$ cat src/rtl/carry_accum.sv
// Registered add/sub accumulator with carry-out and sticky signed overflow.
// Define XIL_CARRY_ACCUM_SAT_EN to make Q saturate instead of wrapping.
module carry_accum #(
  parameter int WIDTH = 8,
  parameter logic [WIDTH-1:0] INIT = {WIDTH{1'b0}}
) (
  input  logic             C,
  input  logic             R,
  input  logic             CE,
  input  logic             LOAD,
  input  logic [WIDTH-1:0] D,
  input  logic [WIDTH-1:0] B,
  input  logic             ADDSUB,
  input  logic             CI,
  output logic [WIDTH-1:0] Q,
  output logic             CO,
  output logic             OVF,
  output logic             TC
);

  logic [WIDTH-1:0] acc = INIT;
  logic             co_r = 1'b0;
  logic             ovf_r = 1'b0;

  logic [WIDTH-1:0] opb;
  logic [WIDTH:0]   sum;
  logic [WIDTH-1:0] nxt;
  logic             ovf_now;

  // Subtract reuses the adder with the operand inverted.
  always_comb begin
    opb = ADDSUB ? B : ~B;
    sum = {1'b0, acc} + {1'b0, opb}
        + {{WIDTH{1'b0}}, CI};
    ovf_now = (acc[WIDTH-1] == opb[WIDTH-1])
            && (sum[WIDTH-1] != acc[WIDTH-1]);
    nxt = sum[WIDTH-1:0];
`ifdef XIL_CARRY_ACCUM_SAT_EN
    if (ADDSUB && sum[WIDTH])
      nxt = {WIDTH{1'b1}};
    else if (!ADDSUB && !sum[WIDTH])
      nxt = {WIDTH{1'b0}};
`else
    nxt = sum[WIDTH-1:0];
`endif
  end

  always_ff @(posedge C) begin
    if (R) begin
      acc   <= INIT;
      co_r  <= 1'b0;
      ovf_r <= 1'b0;
    end else if (LOAD) begin
      acc   <= D;
      co_r  <= 1'b0;
      ovf_r <= 1'b0;
    end else if (CE) begin
      acc   <= nxt;
      co_r  <= sum[WIDTH];
      ovf_r <= ovf_r | ovf_now;
    end
  end

  assign Q   = acc;
  assign CO  = co_r;
  assign OVF = ovf_r;
  assign TC  = ADDSUB ? (&acc) : ~(|acc);

endmodule

$ cat config.mk
export PLATFORM = sky130hd
export DESIGN_NAME = carry_accum
export DESIGN_NICKNAME = d
export VERILOG_FILES = /design/src/rtl/carry_accum.sv
export SDC_FILE = /design/constraint.sdc
export NUM_CORES = 1
export LEC_CHECK = 0
export ABC_AREA = 1
export CORE_UTILIZATION = 40
export CTS_CLUSTER_DIAMETER = 120
export DETAILED_ROUTE_END_ITERATION = 10
export GPL_ROUTABILITY_DRIVEN = 1
export PLACE_DENSITY = 0.78
export SLEW_MARGIN = 10
export SYNTH_ARGS = -nofsm -noshare
export SYNTH_HDL_FRONTEND = slang
export SYNTH_SLANG_ARGS = --single-unit
$ cat constraint.sdc
create_clock -name C -period 1.81 [get_ports C]
set_input_delay 0.181 -clock C [delete_from_list [all_inputs] [get_ports C]]
set_output_delay 0.181 -clock C [all_outputs]
set_load 0.1 [all_outputs]
## Word level (Yosys, flattened, before mapping)

Cells that the tools add are included.
Widths: inputs -> output; s select.

| word-level totals | value |
|---|---|
| word-level logic and storage cells | 19 |
| output and inout port bits | 11 |
| register bits after elaboration | 10 |
| input bits | 22 |

| operators by class | value |
|---|---|
| reductions and logical operators | 5 |
| muxes and demuxes | 4 |
| eq/ne operators | 2 |
| $add $sub $neg | 2 |
| bitwise logic cells | 3 |

Operators by type and width:

| cell | count |
|---|---|
| $mux 8 | 3 |
| $add 8x8->9 | 1 |
| $add 9x1->9 | 1 |
| $not 8->8 | 1 |
| $reduce_and 8->1 | 1 |
| $reduce_or 8->1 | 1 |
| $reduce_bool 2->1 | 1 |
| $reduce_or 2->1 | 1 |
| $eq 1x1->1 | 1 |
| $logic_and 1x1->1 | 1 |
| $mux 1 | 1 |
| $ne 1x1->1 | 1 |
| $not 1->1 | 1 |
| $or 1x1->1 | 1 |

## Logic depth before layout (Yosys ltp)

| depth | value |
|---|---|
| depth after elaboration | 7 |
| gate-level depth with buffers | 12 |
| gate-level depth less buffers | 11 |

## Least setup slack after synthesis

No wires, ideal clock.

| timing | value |
|---|---|
| kind | register to output |
| start point | register acc[6], in the netlist Q[6] |
| end point | output port TC |
| data required time | 1.629 ns |
| path buffers | 0 |
| stages on the path, launching flop included | 3 |
| path slack | -1.874 ns |
| arrival time | 3.503 ns |
| cell sequence | dfxtp_1 -> nand3_1 -> o32ai_1 |

| between the ends | value |
|---|---|
| cells in the longest elaborated chain, start to end | 3 |
| elaborated cells on any way between the ends | 4 |
| classes of those cells | mux (1); bitwise (1); reduce/logical (2) |

Ends and longest elaborated chain:

| what | RTL line | text |
|---|---|---|
| start, declared | 21 | `logic [WIDTH-1:0] acc = INIT;` |
| start signal, assigned | 58 | `acc <= nxt;` |
| $reduce_or 8->1 | 67 | `assign TC = ADDSUB ? (&acc) : ~(\|acc);` |
| $not 1->1 | 67 |  |
| $mux 1 * | 67 |  |
| end, declared | 18 | `output logic TC` |

Mark *: on every way between the ends. The rest lies on a longest branch, timed or not.

## Worst setup path in the final report

| timing | value |
|---|---|
| start point | register acc[0], in the netlist Q[0] |
| end point | register acc[4], in the netlist Q[4] |

| between the ends | value |
|---|---|
| cells in the longest elaborated chain, start to end | 4 |

Ends and longest elaborated chain:

| what | RTL line | text |
|---|---|---|
| $add 8x8->9 | 33 | `sum = {1'b0, acc} + {1'b0, opb}` |
| $add 9x1->9 | 34 | `+ {{WIDTH{1'b0}}, CI};` |
| $mux 8 | 57 | `end else if (CE) begin` |
| $mux 8 | 53 | `end else if (LOAD) begin` |

Every way passes these cells. The select of a mux whose other input is x is not followed.
A chain may end at the register's enable or synchronous reset.

==> results by group <==
Pwr
  • Total Power: 1.07 mW
  • LEAKAGE: 0.677 nW
  • Power per Cell Area: between 700 and 800 mW/mm2
  • Worst VDD drop: 0.000663 V

STA
  • Hold WS: 0.471 ns
  • Slew Viols, Final: 0
  • Fin. Hold Viols: 0
  • Worst slew margin: between 70% and 80%
  • PnR worst setup slack: -0.0386 ns
  • Sum Neg Setup Slack: -0.0386 ns
  • Setup violators final: 1
  • Final Critical Period: 1.85 ns
  • Max Fclk: ~0.54 GHz
  • Clk_skew: a little over 0.006 ns
  • Fin crit share: 102%
  • RSZ-0062 raised after global routing: true
  • Worst-Margin Slew: about 0.35 ns

Final layout
  • Final instance area: roughly 0.0015 mm2
  • # fillers: ~190
  • Post-Route Utilization: approximately 66%
  • Area of the multi-input gates: roughly 710 um2
  • Fin cells: roughly 210
  • Layout area overhead: 52.2%
  • Commonest non-fill, non-tap cells in the layout: nand2_1, buf_4, clkdlybuf4s50_1
  • Register Area: 215 um2
  • Final-stage net count: 213
  • Layout cells sized above 1: between 30% and 40%
  • N_diodes: 0
  • Most common cell after layout, fill and taps aside: nand2_1

Min path
  • HP Class: reg -> reg
  • Worst min-delay path endpoint: OVF
  • Hold_sp: OVF
  • Hold path cells: 2

Floorplanning
  • I/O pins: 33
  • Die width: between 50 and 60 um
  • Initial core utilization: 43.1%
  • Die H: just over 50 um
  • Num rows: 17
  • Die area: about 0.0026 mm2
  • Core area: about 0.0022 mm2

Global route
  • Antenna violations before repair: 0
  • Vias in the first global route: 1024
  • Largest net degree at the start of global routing: 10
  • Overall routing resource usage: 24.1%
  • First-pass GRT wire length: ~4700 um
  • GRT overflow: 0

Routing
  • Drt initial violations: 32
  • Detailed Routing Iterations Pass 1: 4
  • DRC Markers: 0
  • Wirelength, routed: between 2000 and 3000 um
  • Routed WL per cell: ~13 um
  • Final antenna-violating net count: 0
  • Vias: roughly 1100
  • Vias per cell: just over 5

Synth
  • Post-synth cell types: 29
  • Synth Register Bits: 10
  • XOR/XNOR Fraction of Synth Area: under 10%
  • Mean Syn Cell Area: between 7 and 8 um2
  • Mux contribution to synthesized area: 0%
  • Simple-gate area share of the yosys netlist: 29.5%
  • Yosys warning count: 0
  • Adder-cell share of the synthesized area: 13.2%
  • Cells after synthesis: 137
  • Largest family of logic cells by synthesized area: simple AND/OR/NAND/NOR gates
  • Syn_nets: roughly 170
  • Compound-cell area share of the yosys netlist: between 10% and 20%
  • Register area share after synthesis: 20.8%
  • Syn Std Cell Area: ~960 um2

Setup path
  • Buffers plus inverters on the worst setup path: 2
  • CP Max Fanout: 2
  • Nature of the critical path startpoint: flop
  • Origin of the critical flop-to-flop path: Q[0]
  • Worst Path Required: 2.00 ns
  • Most frequent CP cell: fa_2
  • CP top delay family: adder cells
  • CP max stage delay: just under 0.4 ns
  • Worst Setup End Kind: flop
  • Crit path DAT: 2.04 ns
  • FF-to-FF End: Q[4]
  • Worst R2R Path Depth: 9
  • Slowest-stage cell, CP: fa_2
  • R2r setup slk: -0.04 ns
  • Cell Chain, Critical Path: inv_4, fa_2, fa_2, inv_2, nand2_2, a21oi_2, xor2_1, nand2_1, a21oi_1
  • Critical path class: reg -> reg

Clocking
  • Root buffer cell: clkbuf_4
  • TritonCTS Sinks: 10
  • TritonCTS clock tree: done
  • Worst-path clk slew: ~0.080 ns
  • CTS Buf Count: 3
  • CTS Buffer Depth: 2
  • H-tree level count: 1
  • Clock Latency Late Sink: around 0.27 ns

Placement
  • Dpl cells: approximately 200
  • Placer Congestion: ~0.83
  • Post-Place Setup Slack: -0.410 ns
  • Detailed Place HPWL: 2130 um
  • IO Port Bufs: 32
  • Dpl cell area: 0.00137 mm2

Run status
  • Failing checks: negative setup slack
  • Status: finished, violations left

Flow run
  • Max-cap violation count: 0
## worst max path at each step
stage / start / depth (start not counted) / slack, ns / to
6_report: Q[0] / 9 / -0.04 / Q[4]
5_1_grt: Q[0] / 9 / -0.1 / Q[4]
4_1_cts: Q[0] / 9 / -0.06 / Q[4]
3_5_place_dp: ADDSUB / 12 / -0.41 / Q[6]
3_3_place_gp: ADDSUB / 10 / -0.33 / Q[4]
2_1_floorplan: Q[1] / 2 / -0.19 / TC
## Yosys cell counts (all sizes together)
cell,count,share of area [%]
xnor2,7,6.4
inv,23,9.0
or2,1,0.91
nor2,8,4.2
nand3,10,6.8
nand4,1,0.65
buf,2,1.9
fa,2,4.2
a31oi,1,0.65
o32ai,1,0.91
nand2,35,14
nor4,2,1.3
xor2,3,2.7
ha,7,9.1
a21oi,12,7.8
dfxtp,10,21
o221ai,1,0.91
a22oi,5,3.9
o21ai,3,1.6
o21a,1,0.78
nand3b,2,1.6
## repair_timing
item | in CTS | in global routing
buffers inserted | 3 | 1
hold buffers | 0 | 0
gates resized for setup | 7 | 4
pin swaps | 6 | 9
gates cloned | 0 | 0
endpoints found under the setup margin | 7 | 7
## routing by layer
metal	track usage [%]	vias to the layer above	wire, um
met4	8.33	0	23
met1	31.6	482	1250
li1	-	541	-
met3	3.57	4	153
met2	39.9	40	1370
met5	0	-	0
## cells by family after synthesis
kind of cell	after synthesis
AOI/OAI and AO/OA	24
xor gates and xnor gates	10
adders and majority gates	9
buffers and inverters	25
DFF	10
and+or+nand+nor	59
## tightest hold or removal path: stages (launching register included)
cell and delay, ns:
dfxtp_1 0.32, inv_1 0.06, a21oi_2 0.05
## power breakdown
group | leakage [nW] | switching, mW | internal, mW
clock | 0.0210 | 0.0880 | 0.122
sequential | 0.0857 | 0.0278 | 0.241
combinational | 0.570 | 0.366 | 0.227
total | 0.677 | 0.482 | 0.590
## flip-flops by register name (all words and copies together), names as in the netlist
register / flops
CO: 1
OVF: 1
Q: 8
## area by class of cell
class                   count  share of cell area, %
multi-input cells         102                   48.7
repair buffers             42                   25.7
well taps                  28                   2.39
inverters                  23                   6.06
clock buffers               4                   2.47
flip-flops and latches     10                   14.7
No activity file was read; power rests on OpenSTA's default activity.
==> RTL edit (config.mk and constraints unchanged) <==
Change the parameter `WIDTH` from 8 to 9.
--- a/src/rtl/carry_accum.sv
+++ b/src/rtl/carry_accum.sv
@@ -1,7 +1,7 @@
 // Registered add/sub accumulator with carry-out and sticky signed overflow.
 // Define XIL_CARRY_ACCUM_SAT_EN to make Q saturate instead of wrapping.
 module carry_accum #(
-  parameter int WIDTH = 8,
+  parameter int WIDTH = 9,
   parameter logic [WIDTH-1:0] INIT = {WIDTH{1'b0}}
 ) (
   input  logic             C,
Interface: changed (resized B, D and Q); port bits go from 33 to 36. The function was not compared with the original's and may differ.
==> RTL edit against the unedited design <==
  * Largest power group unchanged
  * Sequential share of layout area up 0.18 points
  * Area after synthesis is 7.5% higher
  * Hold slack gained 3.0 ps
  * Via count rose by 12%
  * Cell area is 8.5% higher
  * Sequential cell count is 1 higher
  * Count of clock-buffer cells in the layout did not move
  * Routed wire length rose by 7.2%
  * Setup slack improved by 140 ps
  * Fmax up 8.2%
  * Power grew 2.2%
==> RTL edit: results (changes against the unedited design) <==
* Status: complete, no violations
* Ranking of synthesized cells by area: dfxtp_1 21%, nand2_1 12%, ha_1 9.7%
* Synth cell count leaders: 33 x nand2_1, 22 x inv_1, 14 x nand3_1
* Fill cells at 227 (+20%)
* Largest stage delay, worst path at 370 ps (-20 ps)
* First-pass GRT wire length at 4970 um (+6.8%)
* Slew HR at 0.670 (-0.0965)
* All-layer global routing usage at 0.242 (+0.000934)
* Share of layout cells above drive strength 1 at 0.267 (-0.0697)
* Crit-path max FO at 5 (+3)
* Final GP Congestion at 0.881 (+6.1%)
* Crit-path leading delay family: simple AND/OR/NAND/NOR gates
* Post-DP Area at 1520 sq um (+11%)
* Synth cell types at 27 (-6.9%)
* Pin count of the biggest net entering global routing at 11 (+1)
* Routed vias/inst at 5.15 (+0.81%)
* Net count, final at 237 (+11%)
* CP max-delay cell: nor4_1
* Leakage at 0.754 nW (+11%)
* CP arrival at 1530 ps (-510 ps)
* Worst Hold Class: reg -> reg
* Max reg flops at 9 (+1)
* Vias in the first global route at 1,158 (+13%)
* Routed wire per std cell at 12.9 um (-3.4%)
* Drt first-iter violations at 21 (-34%)
* Drt pass-1 iters at 4 (unchanged)
* Clock Skews at 6.84 ps (+0.803 ps)
* Peak supply drop at 0.000478 V (-28%)
* Syn_nets at 187 (+11%)
* Clock Pin Slew Worst Setup and Hold Paths at 80 ps (about the same)
* Clk_lat worst skew at 260 ps
* # H-tree levels at 1 (unchanged)
* HPWL Detailed at 2390 um (+12%)
* Root Buffer: clkbuf_4
* Initial antenna violation count at 0 (unchanged)
* Ys async rst share at 0 (unchanged)
* Post-synthesis sequential area ratio at 0.213 (+0.00477)
* Ant. Diodes at 0 (unchanged)
* I/O Buffers at 35 (+9.4%)
RTL edit: cell count changes in the layout (fill, tap and decap cells not counted), moves of 3 or more:
cell | before | now
buf_4 | 20 | 23
o21ai_1 | 3 | 0
nand3_1 | 6 | 12
nand2_2 | 4 | 1
o21ai_0 | 0 | 4
inv_1 | 17 | 21
inv_2 | 5 | 2
RTL edit: logic make-up (layout without fill, tap and decap cells):
kind of cell    after synthesis  in the layout  share of synthesized area
simple gates                 69             69                      0.307
buf+inv                      26             75                     0.0966
compound gates               27             27                      0.164
fa+ha+maj                    10             10                      0.135
xor+xnor                     10             10                     0.0845
flops                        11             11                      0.213
RTL edit: repair_timing:
item                                    4_1_cts  5_1_grt
pin swaps                                     3        5
endpoints found under the setup margin        8        5
buffers inserted                              1        0
hold buffers                                  0        0
gates resized for setup                       6        6
hold endpoints to repair                      0        0
RTL edit: cell type report:
| class | instances | share of cell area |
|---|---|---|
| Multi-Input combinational cell | 116 | 0.485 |
| Timing Repair Buffer | 48 | 0.272 |
| Sequential cell | 11 | 0.149 |
| Inverter | 23 | 0.0542 |
| Tap cell | 30 | 0.0236 |
| Clock buffer | 4 | 0.0165 |
RTL edit: worst min-delay path, cell delays in order, from the launching register on:
cell and delay (ps):
dfxtp_1 320, inv_1 70, a21oi_2 50
RTL edit: worst paths after layout:
kind / start / to / slack, ps / cells after the start
max: Q[4] / TC / 100 / 4
min reg2reg: OVF / OVF / 470 / 2
min: OVF / OVF / 470 / 2
max reg2reg: Q[0] / Q[6] / 140 / 11
RTL edit: per-stage QoR:
| step | worst slack, ps | instances | util | power, mW | hold slack (ps) |
|---|---|---|---|---|---|
| after CTS | 75.2 | 232 | 0.644 | 1.10 | 476 |
| after global placement | -396 | 227 | 0.619 | 0.906 | 452 |
| after floorplan | -10.4 | 153 | - | 0.713 | 343 |
| after global routing | 8.79 | 232 | 0.648 | 1.17 | 505 |
| after detailed placement | -472 | 227 | 0.619 | 0.915 | 465 |
| final | 101 | 232 | 0.648 | 1.10 | 474 |
RTL edit: layer usage:
| metal | GRT usage | part of all wire |
|---|---|---|
| met3 | 0.0345 | 0.071 |
| met2 | 0.449 | 0.49 |
| met1 | 0.300 | 0.44 |
| met5 | 0 | 0 |
| met4 | 0.0263 | 0 |
RTL edit: report_power, final:
group	internal, mW	switching [mW]
combinational	0.247	0.385
sequential	0.265	0.0279
clock	0.0850	0.0860
total	0.598	0.498
